`config.mk`:
```
export PLATFORM = sky130hd
export DESIGN_NAME = mod_mul_red_pipe
export DESIGN_NICKNAME = d
export VERILOG_FILES = /design/src/rtl/mod_mul_red_pipe.sv
export SDC_FILE = /design/constraint.sdc
export NUM_CORES = 1
export LEC_CHECK = 0
export ABC_CLOCK_PERIOD_IN_PS = 8700
export CORE_UTILIZATION = 55
export CTS_BUF_LIST = sky130_fd_sc_hd__clkbuf_8
export DETAILED_ROUTE_END_ITERATION = 7
export HOLD_SLACK_MARGIN = 0.03
export PLACE_DENSITY = 0.81
export SYNTH_ARGS = -nofsm -noshare
export SYNTH_HDL_FRONTEND = slang
export SYNTH_SLANG_ARGS = --single-unit
```
`constraint.sdc`:
```
create_clock -name i_clk -period 8.7 [get_ports i_clk]
set_clock_uncertainty 0.05 [all_clocks]
set_input_delay 1.305 -clock i_clk [delete_from_list [all_inputs] [get_ports i_clk]]
set_output_delay 1.305 -clock i_clk [all_outputs]
set_load 0.01 [all_outputs]
```
`src/rtl/mod_mul_red_pipe.sv`:
```
// mod_mul_red_pipe: LANES-wide pipelined GF(MOD) multiply/reduce unit.
// Per lane: x = mode ? a : a_lo*b, result = x mod MOD via Barrett reduction.
// Pipeline: input capture -> x -> Barrett remainder -> corrected result.
// Optional macro MOD_MUL_RED_ACC_EN adds i_acc_clr and per-lane accumulators.
module mod_mul_red_pipe #(
  parameter int unsigned WIDTH = 8,
  parameter int unsigned MOD   = 251,
  parameter int unsigned LANES = 1
) (
  input  logic                       i_clk,
  input  logic                       i_rst,
  input  logic                       i_start,
  input  logic                       i_mode,
  input  logic [LANES*2*WIDTH-1:0]   i_a,
  input  logic [LANES*WIDTH-1:0]     i_b,
  output logic [LANES*WIDTH-1:0]     o_c,
  output logic                       o_done,
  output logic                       o_err
`ifdef MOD_MUL_RED_ACC_EN
  ,
  input  logic                       i_acc_clr
`endif
);

  localparam int unsigned XW = 2 * WIDTH;   // full operand / product width
  localparam int unsigned MW = WIDTH + 1;   // mu and quotient width
  localparam int unsigned RW = WIDTH + 2;   // Barrett remainder width (< 3*MOD)

  localparam logic [XW:0]       POW2  = {1'b1, {XW{1'b0}}};
  localparam logic [XW:0]       MOD_X = (XW+1)'(MOD);
  localparam logic [XW:0]       MU_X  = POW2 / MOD_X;
  localparam logic [MW-1:0]     MU    = MU_X[MW-1:0];
  localparam logic [WIDTH-1:0]  MOD_W = WIDTH'(MOD);
  localparam logic [RW-1:0]     MOD_R = RW'(MOD);

  // input capture stage
  logic                     v0;
  logic                     mode0;
  logic [LANES*2*WIDTH-1:0] a0;
  logic [LANES*WIDTH-1:0]   b0;

  // stage 1: operand x and range flag
  logic             v1;
  logic             err1;
  logic [XW-1:0]    x1   [LANES];
  logic [XW-1:0]    x_c  [LANES];
  logic             err_c;

  // stage 2: Barrett remainder
  logic             v2;
  logic             err2;
  logic [RW-1:0]    r2   [LANES];
  logic [MW-1:0]    q_c  [LANES];
  logic [RW-1:0]    r_c  [LANES];

  // stage 3: final correction
  logic [RW-1:0]    s1_c  [LANES];
  logic [RW-1:0]    s2_c  [LANES];
  logic [WIDTH-1:0] red_c [LANES];
  logic [WIDTH-1:0] res_c [LANES];

`ifdef MOD_MUL_RED_ACC_EN
  logic             clr0;
  logic             clr1;
  logic             clr2;
  logic [WIDTH-1:0] acc   [LANES];
  logic [WIDTH:0]   sum_c [LANES];
`endif

  // Capture operands; only the valid bit needs reset.
  always_ff @(posedge i_clk) begin
    if (i_rst) v0 <= 1'b0;
    else       v0 <= i_start;
    mode0 <= i_mode;
    a0    <= i_a;
    b0    <= i_b;
`ifdef MOD_MUL_RED_ACC_EN
    clr0  <= i_acc_clr;
`endif
  end

  // Select reduce operand or form the product; flag out-of-range residues.
  always_comb begin
    err_c = 1'b0;
    for (int unsigned k = 0; k < LANES; k++) begin
      x_c[k] = mode0 ? a0[k*XW +: XW]
                     : {{WIDTH{1'b0}}, a0[k*XW +: WIDTH]} * {{WIDTH{1'b0}}, b0[k*WIDTH +: WIDTH]};
      if (!mode0 && ((a0[k*XW +: WIDTH] >= MOD_W) || (b0[k*WIDTH +: WIDTH] >= MOD_W)))
        err_c = 1'b1;
    end
  end

  // Stage 1 register.
  always_ff @(posedge i_clk) begin
    if (i_rst) v1 <= 1'b0;
    else       v1 <= v0;
    err1 <= err_c;
    for (int unsigned k = 0; k < LANES; k++) x1[k] <= x_c[k];
`ifdef MOD_MUL_RED_ACC_EN
    clr1 <= clr0;
`endif
  end

  // Barrett estimate; the remainder is formed modulo 2^RW since it is known to be < 3*MOD.
  always_comb begin
    for (int unsigned k = 0; k < LANES; k++) begin
      q_c[k] = MW'(({{MW{1'b0}}, x1[k]} * {{XW{1'b0}}, MU}) >> XW);
      r_c[k] = RW'(x1[k]) - (RW'(q_c[k]) * MOD_R);
    end
  end

  // Stage 2 register.
  always_ff @(posedge i_clk) begin
    if (i_rst) v2 <= 1'b0;
    else       v2 <= v1;
    err2 <= err1;
    for (int unsigned k = 0; k < LANES; k++) r2[k] <= r_c[k];
`ifdef MOD_MUL_RED_ACC_EN
    clr2 <= clr1;
`endif
  end

  // Two conditional subtractions bring the remainder into 0..MOD-1.
  always_comb begin
    for (int unsigned k = 0; k < LANES; k++) begin
      s1_c[k]  = (r2[k]   >= MOD_R) ? r2[k]   - MOD_R : r2[k];
      s2_c[k]  = (s1_c[k] >= MOD_R) ? s1_c[k] - MOD_R : s1_c[k];
      red_c[k] = WIDTH'(s2_c[k]);
    end
  end

`ifdef MOD_MUL_RED_ACC_EN
  // Modular accumulate of the reduced value, or restart from it on clear.
  always_comb begin
    for (int unsigned k = 0; k < LANES; k++) begin
      sum_c[k] = {1'b0, acc[k]} + {1'b0, red_c[k]};
      if (clr2)
        res_c[k] = red_c[k];
      else if (sum_c[k] >= {1'b0, MOD_W})
        res_c[k] = WIDTH'(sum_c[k] - {1'b0, MOD_W});
      else
        res_c[k] = WIDTH'(sum_c[k]);
    end
  end

  // Accumulators advance only on completing operations.
  always_ff @(posedge i_clk) begin
    if (i_rst) begin
      for (int unsigned k = 0; k < LANES; k++) acc[k] <= '0;
    end else if (v2) begin
      for (int unsigned k = 0; k < LANES; k++) acc[k] <= res_c[k];
    end
  end
`else
  // Without accumulation the result is the reduced value.
  always_comb begin
    for (int unsigned k = 0; k < LANES; k++) res_c[k] = red_c[k];
  end
`endif

  // Output register: results and flag hold between completions.
  always_ff @(posedge i_clk) begin
    if (i_rst) begin
      o_done <= 1'b0;
      o_err  <= 1'b0;
      o_c    <= '0;
    end else begin
      o_done <= v2;
      if (v2) begin
        o_err <= err2;
        for (int unsigned k = 0; k < LANES; k++) o_c[k*WIDTH +: WIDTH] <= res_c[k];
      end
    end
  end

endmodule
```
==> key figures <==
Status
  – Status: finished, final reports clean

Clock tree
  – Htree depth: 3
  – Root Buffer: clkbuf_8
  – CTS tree: done
  – # Post-CTS Setup Buffers: 0
  – Clock sinks: 66
  – Post-CTS Hold Buffers: 0
  – Max Root-Sink Buffers: 2
  – Clk slew on worst S/H paths: 0.07 ns
  – Post-CTS Resized: 0
  – Worst-Skew Late Latency: 0.35 ns
  – Num CTS Buffers: 9

Route
  – Drt wl/cell: approximately 13 um
  – Drt pass-1 iters: 5
  – DRT Wirelength: between 10 and 15 mm
  – Via Count: 4,968
  – Remaining DRCs: 0
  – Vias per cell: 5.191
  – First DRT Iteration DRCs: 209
  – Post-DRT Antenna Nets: 0

Critical path
  – CP Max Fanout: 10
  – CP peak stage delay: 0.54 ns
  – Family with the most delay on the worst path: adder cells
  – Worst endpoint required time: 8.87 ns
  – CP Capture Type: register
  – Slowest CP cell: fa_1
  – Buf/Inv on CP: 5
  – Crit path DAT: about 7.3 ns
  – Worst Setup Start Kind: register
  – Critical path class: reg2reg

STA
  – Period utilization: 81.69%
  – Hold Vio Cnt, Final: 0
  – TNS Setup: 0 ns
  – Fmax: 0.1407 GHz
  – Tmin final: a little over 7 ns
  – Setup violators final: 0
  – Worst Max-Slew Pin Slew: 0.9207 ns
  – Worst rel slew slack: 38.54%
  – RSZ-0062 raised after global routing: no
  – Max Slew Vio Count: 0

Global routing
  – Antenna violations before repair: 0
  – First-pass GRT wire length: roughly 22 mm
  – GRT Total Usage: 21.38%
  – Vias in the first global route: around 5,000
  – Overflow after GRT: 0
  – Pin count of the biggest net entering global routing: 29

Yosys
  – Post-Synthesis Cells: 753
  – Syn Nets: 970
  – Main synth FF type: dfxtp_1
  – EDFF count, synth: 0
  – Synth unique cells: 57
  – Seq cells post-synth: 66
  – Post-synthesis sequential area ratio: 19.23%
  – Post-synth ARST share: 0%
  – Mapped Area: between 6000 and 7000 um^2
  – Warnings, synthesis: 0
  – Post-synthesis area per instance: 9.126 um^2

Place
  – Port-buffer cells: 37
  – Final GP Congestion: 0.8625
  – Placed wire-length estimate: 10.67 mm

Flow run
  – Max-Cap Viols: 0

Cells and area
  – Layout fillers: 1,026
  – Layout area overhead: 10.42%
  – Commonest non-fill, non-tap cell in the layout: inv_1
  – # nets final: 1,002
  – Commonest cells after routing, fill and taps aside: 145 x inv_1, 122 x ha_1, 67 x fa_1
  – ANT cells: 0
  – Share of cells above drive strength 1: 3.295%

Die
  – Die area: about 13,000 um^2
  – Initial Util: around 57%
  – Core area: approximately 12,000 um^2
  – Rows: 40
  – Die Wd: 113.8 um
  – I/O Pins: 38
  – Die height: between 100 and 150 um

Worst hold path
  – Worst Hold Class: reg2reg
## through the flow
stage	hold WS (ns)	cell area (um^2)	util, %	worst slack [ns]	instances
CTS	0.2784	7587	62.64	1.563	957
global route	0.2875	7587	62.64	1.103	957
global placement	0.2626	7387	60.99	1.818	942
detailed placement	0.2635	7387	60.99	1.571	942
floorplan	0.2596	6872	-	2.071	753
finish	0.2792	7587	62.64	1.593	957
## synthesized netlist by cell type, drive strengths merged (12+ instances only)
cell type  count  area (um^2)
a21oi         27        135.1
and2          33        206.5
clkbuf        14        52.55
dfxtp         66         1321
fa            67         1341
ha           122         1526
inv          142        533.0
nand2         61        229.0
nand2b        12        75.07
nor2          25        96.35
o21ai         29        148.9
xnor2         25        219.0
xor2          14        122.6
## worst reg2reg max path: cells and delay by family, from the launching register on
kind	cells	cell delay (ns)
buffers and inverters	5	0.24
AO/OA/AOI/OAI	7	1.19
AND/OR/NAND/NOR	3	0.43
XOR/XNOR	3	0.58
flip-flops	1	0.49
adder cells (fa/ha/maj)	10	4.01
## cell families (layout without fill, tap and decap cells)
family          count (synthesis)  after routing  synth area share (%)
simple gates                  180            180                 13.27
fa+ha+maj                     189            189                 41.73
mux                             7              7                 1.092
compound gates                114            114                 11.00
buf+inv                       158            194                 8.704
xor+xnor                       39             39                 4.971
flops                          66             66                 19.23
## metal layers
layer	vias to the layer above	part of all wire, %	GRT usage, %
li1	2519	-	-
met1	2355	47	27.02
met2	80	49	38.50
met3	14	2.7	3.826
met4	0	0.92	3.896
met5	-	0	0
## registers in the layout, indices dropped and copies added, names as in the netlist, 8 cells and up
signal and cells:
a0 16, b0 8, o_c 8, r2 10, x1 16
## worst paths after layout
| path | start | endpoint | slack, ns | cells after the start |
|---|---|---|---|---|
| setup / recovery | x1[0][12]$_DFF_P_ | r2[0][9]$_DFF_P_ | 1.59 | 28 |
| hold / removal | err1$_DFF_P_ | err2$_DFF_P_ | 0.28 | 0 |
| setup reg to reg | x1[0][12]$_DFF_P_ | r2[0][9]$_DFF_P_ | 1.59 | 28 |
| hold reg to reg | err1$_DFF_P_ | err2$_DFF_P_ | 0.28 | 0 |
## area by class of cell
type | count | area (um^2) | area share [%]
well taps | 168 | 210.2 | 2.770
repair buffers | 37 | 370.4 | 4.881
inverters | 142 | 533.0 | 7.025
flip-flops and latches | 66 | 1321 | 17.41
multi-input cells | 529 | 4952 | 65.27
clock inverters | 6 | 76.32 | 1.006
clock buffers | 9 | 123.9 | 1.633
Power is not shown: default switching activity piles up to over one toggle a cycle in this logic, so the estimate is an artifact.
